### src/rtl/router_port_drain.sv
// Drains one router output port: reads header, payload and parity, re-checks XOR parity, reports status per packet.
// byte_valid follows read_enb by 1 cycle; reads only while vld_out=1, aborts after STALL_TIMEOUT low cycles.
module router_port_drain #(
  parameter int START_DELAY   = 0,
  parameter int STALL_TIMEOUT = 32,
  parameter int CNT_W         = 16
) (
  input  logic             clk,
  input  logic             resetn,
  input  logic             enable,
  input  logic             vld_out,
  input  logic [7:0]       data_in,
  output logic             read_enb,
  output logic [7:0]       byte_out,
  output logic             byte_valid,
  output logic             sop,
  output logic             eop,
  output logic [7:0]       hdr_out,
  output logic             pkt_done,
  output logic             parity_err,
  output logic             trunc_err,
  output logic             busy,
  output logic [CNT_W-1:0] pkt_count,
  output logic [CNT_W-1:0] err_count
);
  localparam int DW = (START_DELAY > 1) ? $clog2(START_DELAY + 1) : 1;
  localparam int SW = $clog2(STALL_TIMEOUT + 1);

  typedef enum logic [2:0] {IDLE, HDR_RD, HDR_CAP, STREAM, DONE} state_t;

  state_t           state_q, state_d;
  logic [DW-1:0]    dly_q, dly_d;
  logic [SW-1:0]    stall_q, stall_d;
  logic [6:0]       target_q, target_d;
  logic [6:0]       issued_q, issued_d;
  logic [6:0]       rcv_q, rcv_d;
  logic [7:0]       par_q, par_d;
  logic [7:0]       hdr_q, hdr_d;
  logic             perr_q, perr_d;
  logic             trunc_q, trunc_d;
  logic [CNT_W-1:0] pkt_q, pkt_d;
  logic [CNT_W-1:0] err_q, err_d;
  logic             rd_q;
  logic             dly_done, stall_hit, last_byte;

  // The header read lands START_DELAY cycles after entering HDR_RD.
  assign dly_done = (dly_q == '0);

  always_comb begin
    state_d   = state_q;
    dly_d     = dly_q;
    stall_d   = '0;
    target_d  = target_q;
    issued_d  = issued_q;
    rcv_d     = rcv_q;
    par_d     = par_q;
    hdr_d     = hdr_q;
    perr_d    = perr_q;
    trunc_d   = trunc_q;
    pkt_d     = pkt_q;
    err_d     = err_q;
    last_byte = 1'b0;
    stall_hit = 1'b0;

    read_enb = vld_out && (((state_q == HDR_RD) && dly_done) ||
                           ((state_q == STREAM) && (issued_q < target_q)));

    // Abort decision is taken on the (STALL_TIMEOUT-1)th low cycle so pkt_done
    // coincides with the STALL_TIMEOUT-th consecutive low cycle.
    if ((state_q == HDR_RD) || (state_q == STREAM)) begin
      stall_d   = vld_out ? '0 : stall_q + 1'b1;
      stall_hit = !vld_out && (stall_d == SW'(STALL_TIMEOUT - 1));
    end

    if (read_enb) issued_d = issued_q + 7'd1;

    case (state_q)
      IDLE: begin
        if (vld_out && enable) begin
          state_d = HDR_RD;
          dly_d   = DW'(START_DELAY);
          perr_d  = 1'b0;
          trunc_d = 1'b0;
        end
      end
      HDR_RD: begin
        if (!dly_done) dly_d = dly_q - 1'b1;
        if (read_enb) begin
          state_d = HDR_CAP;
        end else if (stall_hit) begin
          state_d = DONE;
          trunc_d = 1'b1;
        end
      end
      HDR_CAP: begin
        hdr_d    = data_in;
        par_d    = data_in;
        target_d = {1'b0, data_in[7:2]} + 7'd1;
        issued_d = '0;
        rcv_d    = '0;
        state_d  = STREAM;
      end
      STREAM: begin
        if (rd_q) begin
          rcv_d     = rcv_q + 7'd1;
          last_byte = (rcv_d == target_q);
          if (last_byte) begin
            perr_d  = (par_q != data_in);
            state_d = DONE;
          end else begin
            par_d = par_q ^ data_in;
          end
        end
        if (!last_byte && stall_hit) begin
          state_d = DONE;
          trunc_d = 1'b1;
        end
      end
      DONE: begin
        state_d = IDLE;
        pkt_d   = pkt_q + 1'b1;
        if (perr_q || trunc_q) err_d = err_q + 1'b1;
      end
      default: state_d = IDLE;
    endcase
  end

  always_ff @(posedge clk or negedge resetn) begin
    if (!resetn) begin
      state_q  <= IDLE;
      dly_q    <= '0;
      stall_q  <= '0;
      target_q <= '0;
      issued_q <= '0;
      rcv_q    <= '0;
      par_q    <= '0;
      hdr_q    <= '0;
      perr_q   <= 1'b0;
      trunc_q  <= 1'b0;
      pkt_q    <= '0;
      err_q    <= '0;
      rd_q     <= 1'b0;
    end else begin
      state_q  <= state_d;
      dly_q    <= dly_d;
      stall_q  <= stall_d;
      target_q <= target_d;
      issued_q <= issued_d;
      rcv_q    <= rcv_d;
      par_q    <= par_d;
      hdr_q    <= hdr_d;
      perr_q   <= perr_d;
      trunc_q  <= trunc_d;
      pkt_q    <= pkt_d;
      err_q    <= err_d;
      rd_q     <= read_enb;
    end
  end

  // Router data is valid the cycle after read_enb, so it is forwarded directly while rd_q is set.
  assign byte_valid = rd_q;
  assign byte_out   = rd_q ? data_in : 8'h00;
  assign sop        = rd_q && (state_q == HDR_CAP);
  assign eop        = last_byte;
  assign hdr_out    = hdr_q;
  assign pkt_done   = (state_q == DONE);
  assign parity_err = pkt_done && perr_q;
  assign trunc_err  = pkt_done && trunc_q;
  assign busy       = (state_q != IDLE);
  assign pkt_count  = pkt_q;
  assign err_count  = err_q;

endmodule

### config.mk
export PLATFORM = sky130hd
export DESIGN_NAME = router_port_drain
export DESIGN_NICKNAME = d
export VERILOG_FILES = /design/src/rtl/router_port_drain.sv
export SDC_FILE = /design/constraint.sdc
export NUM_CORES = 1
export LEC_CHECK = 0
export BUFFER_PORTS_ARGS = -buffer_cell sky130_fd_sc_hd__clkbuf_2
export CAP_MARGIN = 25
export CORE_ASPECT_RATIO = 0.6
export CORE_UTILIZATION = 45
export DETAILED_ROUTE_END_ITERATION = 10
export PLACE_DENSITY = 0.73
export SLEW_MARGIN = 40
export SYNTH_ARGS = -nofsm -noshare
export SYNTH_HDL_FRONTEND = slang
export SYNTH_SLANG_ARGS = --single-unit
### constraint.sdc
create_clock -name clk -period 5.91 [get_ports clk]
set_input_delay 0.8865 -clock clk [delete_from_list [all_inputs] [get_ports clk]]
set_output_delay 0.8865 -clock clk [all_outputs]
set_load 0.02 [all_outputs]
==> results of run 1 <==
-- Yosys cell counts, types with 3 or more instances --
cell type and instances:
a21oi_1 14, xnor2_1 30, inv_1 17, a31oi_1 4
ha_1 12, nand3_1 26, and3_1 8, o22ai_1 3
nor2b_1 5, nand4_1 9, nor3b_1 3, and2_1 21
nor2_1 24, nor3_1 3, a221oi_1 5, nand2b_1 6
clkbuf_1 12, o21ai_1 5, dfrtp_1 81, o31ai_1 3
o21ai_0 21, mux2i_1 9, nand2_1 60, buf_2 3
and4_1 4, xor2_1 18, a21o_1 8, o211ai_1 3
-- report_power, final --
part / total (mW) / internal [mW] / switching (mW)
combinational: 0.731 / 0.266 / 0.465
clock: 0.611 / 0.383 / 0.228
sequential: 0.831 / 0.679 / 0.152
total: 2.17 / 1.33 / 0.845
-- routing by layer --
layer  global-route usage, %  up-vias  routed length (um)
li1                        -     1644                   -
met1                    32.9     1695                5040
met2                    31.9      103                4080
met3                    4.40       17                 513
met4                    7.74        0                 166
met5                       0        -                   0
-- final cells by class --
class,count,area [um2],area share [%]
inverter,17,63.8,1.27
tap,126,158,3.14
timing repair buffer,70,364,7.26
multi-input combinational,324,2070,41.3
sequential,81,2030,40.4
clock buffer,10,239,4.77
clock inverter,6,90.1,1.80
-- final timing paths --
check,depth (start not counted),slack (ps),end,start
max,7,2530,eop,rcv_q[0]$_DFFE_PN0P_
min,2,470,hdr_out[0]$_DFFE_PN0P_,hdr_out[0]$_DFFE_PN0P_
max reg2reg,7,3340,par_q[4]$_DFFE_PN0P_,rcv_q[0]$_DFFE_PN0P_
min reg2reg,2,470,hdr_out[0]$_DFFE_PN0P_,hdr_out[0]$_DFFE_PN0P_
max in group asynchronous,1,4810,target_q[1]$_DFFE_PN0P_,resetn
min in group asynchronous,1,570,issued_q[3]$_DFFE_PN0P_,resetn
-- through the flow --
stage               std cells  area, um2
floorplan                 438       4230
global placement          618       4680
detailed placement        618       4680
CTS                       634       5010
global route              634       5010
finish                    634       5010
-- cells by family after synthesis --
family	share of synthesized area, %
AOI/OAI and AO/OA	11.5
buffers and inverters	3.20
adders and majority gates	3.55
xor gates and xnor gates	9.94
DFF	47.9
muxes	2.66
and+or+nand+nor	21.2
-- flip-flops by register name, summed over array words and instances, names as in the netlist --
name and cells:
byte_valid 1, target_q 7, pkt_count 16, stall_q 6, err_count 16, trunc_q 1, perr_q 1, state_q 3
rcv_q 7, hdr_out 8, issued_q 7, par_q 8
-- worst register-to-register path: cells and delay by family, from the launching register on --
family / cells / cell delay (ps)
AO/OA/AOI/OAI: 4 / 940
adder cells (fa/ha/maj): 1 / 270
flip-flops: 1 / 430
AND/OR/NAND/NOR: 2 / 770
==> reports/summary.txt, run 1 <==
Netlist cell types: 46
DRC violations left: 0
static leakage: 2.45 nW
later-pin clock latency in the skew report: 340 ps
worst path arrival time: 2500 ps
pre-CTS setup slack: 2900 ps
top cells by area, synth: dfrtp_1 (48%), xnor2_1 (6.2%), nand2_1 (5.3%)
clock buffer depth: 2
final hold vios: 0
Power per Cell Area: 433 nW/um2
Critical Path Max Stage Delay: 500 ps
critical path class: reg -> out
initial core utilization: 48.0%
initial antenna violation count: 0
cts-stage hold buffer count: 0
Detail Placement HPWL: 7.13 mm
Core Box Area: 8820 um2
I/O Buffers: 67
crit end category: primary output
CP required: 5020 ps
most frequent cells in the layout: dfrtp_1 (81), clkbuf_2 (66), nand2_1 (60)
Min-Delay Path Class: reg -> reg
top cell type's share of synthesized area: 47.9%
routed len/inst: 15.4 um
post-route setup slack: 2530 ps
# fillers: 782
CTS tree: built
Finished Core Util: 56.9%
vias in the first global route: 3343
CP delay by family, top: simple AND/OR/NAND/NOR gates
GRT overflow: 0
gpl congestion: 0.847
Chip Width: 127 um
Max Fanout on Critical Path: 9
layout cells sized above 1: 18.5%
status: complete, no violations
largest net degree at the start of global routing: 82
Routed Antenna Nets: 0
Num Clock Sinks: 81
final net count: 527
Clock transition at path regs: 60 ps
period utilization: 57.3%
first-pass GRT wire length: 16.9 mm
root buffer cell: clkbuf_16
CP Cell Sequence: ha_1 -> and2_1 -> nand4_1 -> xnor2_1 -> a2111o_1 -> nor2_1 -> clkbuf_2
number of max-cap violations: 0
Worst path slowest cell: a2111o_1
Peak VDD IR: 0.301 mV
syn nets: 462
I/O pin count: 68
total power: 2.17 mW
Synth Cell Area: 4230 um2
Layout area overhead: 18.6%
via count: 3459
TritonRoute pass-1 iters: 5
leading cell type in the layout, fill and taps excluded: dfrtp_1
max-slew violations: 0
Tot GR Track Use: 22.1%
syn_area_per_cell: 9.66 um2
Yosys reg bits: 81
CTS H-Tree Depth: 3
drt total wl: 9.79 mm
Slew @ Worst Pin: 752 ps
clock skew: 6.72 ps
RSZ-0062 raised after global routing: false
Post-Syn Instances: 438
cell taking the most area after synthesis: dfrtp_1
Fmax: 295 MHz
Synth Flop Type: dfrtp_1
register area share after synthesis: 47.9%
n_diodes: 0
clock buffer count from CTS: 9
vias per cell: 5.46
YS warnings: 0
CTS-repair resized insts: 0
hold slack: 470 ps
DIE HEIGHT: 77.1 um
Post-CTS Setup Inserts: 0
Critical Path Source Type: register
minimum clock period: 3380 ps
Die ar.: 9800 um2
Post-synth EDFFs: 0
WP buf/inv: 1
Setup violations, final: 0
setup TNS: 0 ps
Post-synth ARST share: 100%
DR iter-0 viols: 233
Worst slew margin: 49.8%
std cell rows: 26
No activity file was read; power rests on OpenSTA's default activity.
==> run 2: changes to the inputs <==
- PLACE_DENSITY: 0.73 -> 0.75
- clock period: 5.91 -> 3 ns (I/O delays scaled with it)
==> reports/summary.txt, run 2 (same netlist as run 1, synthesis figures left out) <==
hold slack: 133 ps (-338 ps)
initial antenna violation count: 0 (unchanged)
DR iter-0 viols: 274 (+18%)
DIE HEIGHT: 77.1 um (unchanged)
Sw Pwr: 1.73 mW (+100%)
CTS tree: built
multi-input logic area: 2080 um2 (+0.30%)
period utilization: 95.0%
I/O Buffers: 67 (unchanged)
minimum clock period: 2850 ps
Clk pwr share: 27.7% (-0.4 points)
initial core utilization: 48.0% (unchanged)
cts-stage hold buffer count: 0 (unchanged)
vias in the first global route: 3314 (-0.87%)
part of the power in registers: 37.1% (-1.1 points)
Clock transition at path regs: 60 ps (about the same)
Slew @ Worst Pin: 746 ps (-6.45 ps)
Detail Placement HPWL: 7.10 mm (-0.45%)
later-pin clock latency in the skew report: 350 ps (about the same)
most frequent cells in the layout: dfrtp_1 (80), clkbuf_2 (66), nand2_1 (60)
# fillers: 731 (-6.5%)
first-pass GRT wire length: 16.9 mm (-0.49%)
I/O pin count: 68 (unchanged)
largest net degree at the start of global routing: 82 (unchanged)
Routed Antenna Nets: 0 (unchanged)
max-slew violations: 0 (unchanged)
combinational share of power: 35.3% (+1.7 points)
CTS H-Tree Depth: 3 (unchanged)
drt total wl: 10.1 mm (+2.7%)
Num Clock Sinks: 81 (unchanged)
crit end category: primary output
Max Fanout on Critical Path: 5 (-4)
root buffer cell: clkbuf_16
critical path class: reg -> out
grt met2 use: 32.7% (+0.88 points)
vias per cell: 5.45 (-0.11%)
DRC violations left: 0 (unchanged)
RSZ-0062 raised after global routing: false
met3 usage: 5.72% (+1.3 points)
Core Box Area: 8820 um2 (unchanged)
CP delay by family, top: compound AO/OA/AOI/OAI gates
gpl congestion: 0.832 (-1.9%)
Sequential cell area: 2030 um2 (about the same)
WP buf/inv: 1 (unchanged)
busiest grt layer: met2
final hold vios: 0 (unchanged)
worst path arrival time: 2400 ps (-100 ps)
Layout area overhead: 19.7%
via count: 3488 (+0.84%)
clock buffer depth: 2 (unchanged)
static leakage: 2.47 nW (+0.66%)
CP required: 2550 ps (-2470 ps)
post-route setup slack: 149 ps (-2380 ps)
Fmax: 351 MHz
Peak VDD IR: 0.541 mV (+80%)
leading cell type in the layout, fill and taps excluded: dfrtp_1
Int Power: 2.64 mW (+99%)
setup TNS: 0 ps (unchanged)
CP Cell Sequence: ha_2 -> and2_1 -> nand4_1 -> xnor2_1 -> a2111o_2 -> nor2_2 -> clkbuf_2
Chip Width: 127 um (unchanged)
routed len/inst: 15.7 um (+1.7%)
GRT overflow: 0 (unchanged)
layout cells sized above 1: 20.2% (+1.7 points)
clock skew: 8.56 ps (+1.84 ps)
Critical Path Source Type: register
Power per Cell Area: 863 nW/um2 (+99%)
final net count: 533 (+1.1%)
TritonRoute pass-1 iters: 5 (unchanged)
n_diodes: 0 (unchanged)
Die ar.: 9800 um2 (unchanged)
std cell rows: 26 (unchanged)
clock buffer count from CTS: 9 (unchanged)
Setup violations, final: 0 (unchanged)
pre-CTS setup slack: 390 ps (-2510 ps)
switching portion of total power: 39.6% (+0.72 points)
Critical Path Max Stage Delay: 520 ps (+20 ps)
Tot GR Track Use: 22.2% (+0.060 points)
Worst slew margin: 50.3% (+0.43 points)
Min-Delay Path Class: in -> async
Worst path slowest cell: a2111o_2
met1 usage: 32.5% (-0.43 points)
number of max-cap violations: 0 (unchanged)
status: complete, no violations
run 2: metrics by stage:
stage	instance area (um2)	power [mW]	utilization (%)	std cells
6_report	5060	4.37	57.4	640
5_1_grt	5060	4.63	57.4	640
4_1_cts	5030	4.36	57.1	637
3_5_place_dp	4710	3.13	53.4	621
3_3_place_gp	4700	3.05	53.3	621
2_1_floorplan	4230	2.61	-	438
run 2: metal layers:
metal | share of wire, % | wire (um)
met2 | 43 | 4350
met1 | 49 | 4930
met4 | 1.1 | 107
met3 | 6.6 | 668
met5 | 0 | 0
run 2: path summary, 6_finish.rpt:
check	from	to	slack, ps	cells after the start
max	rcv_q[0]$_DFFE_PN0P_	eop	150	7
min	resetn	issued_q[4]$_DFFE_PN0P_	130	1
max reg2reg	rcv_q[0]$_DFFE_PN0P_	par_q[3]$_DFFE_PN0P_	470	8
min reg2reg	err_count[15]$_DFFE_PN0P_	err_count[15]$_DFFE_PN0P_	480	1
max in group asynchronous	resetn	par_q[0]$_DFFE_PN0P_	2330	1
min in group clk	data_in[1]	hdr_out[1]$_DFFE_PN0P_	370	3
run 2: final cells by class:
| class | instances | share of cell area [%] |
|---|---|---|
| tap | 126 | 3.11 |
| clock inverter | 7 | 2.00 |
| sequential | 81 | 40.1 |
| clock buffer | 9 | 4.45 |
| timing repair buffer | 76 | 8.08 |
| multi-input combinational | 324 | 41.0 |
| inverter | 17 | 1.26 |
run 2: power by group through the flow:
stage / Clock, mW / Combinational [mW] / Sequential [mW]
4_1_cts: 1.23 / 1.51 / 1.61
5_1_grt: 1.27 / 1.71 / 1.65
3_3_place_gp: 0 / 1.45 / 1.61
6_report: 1.21 / 1.54 / 1.62
2_1_floorplan: 0 / 0.941 / 1.67
3_5_place_dp: 0 / 1.50 / 1.62
run 2: timing repair:
item                       CTS  global route
buffers inserted             0             3
resized for setup            0             4
setup endpoints to repair    0             1
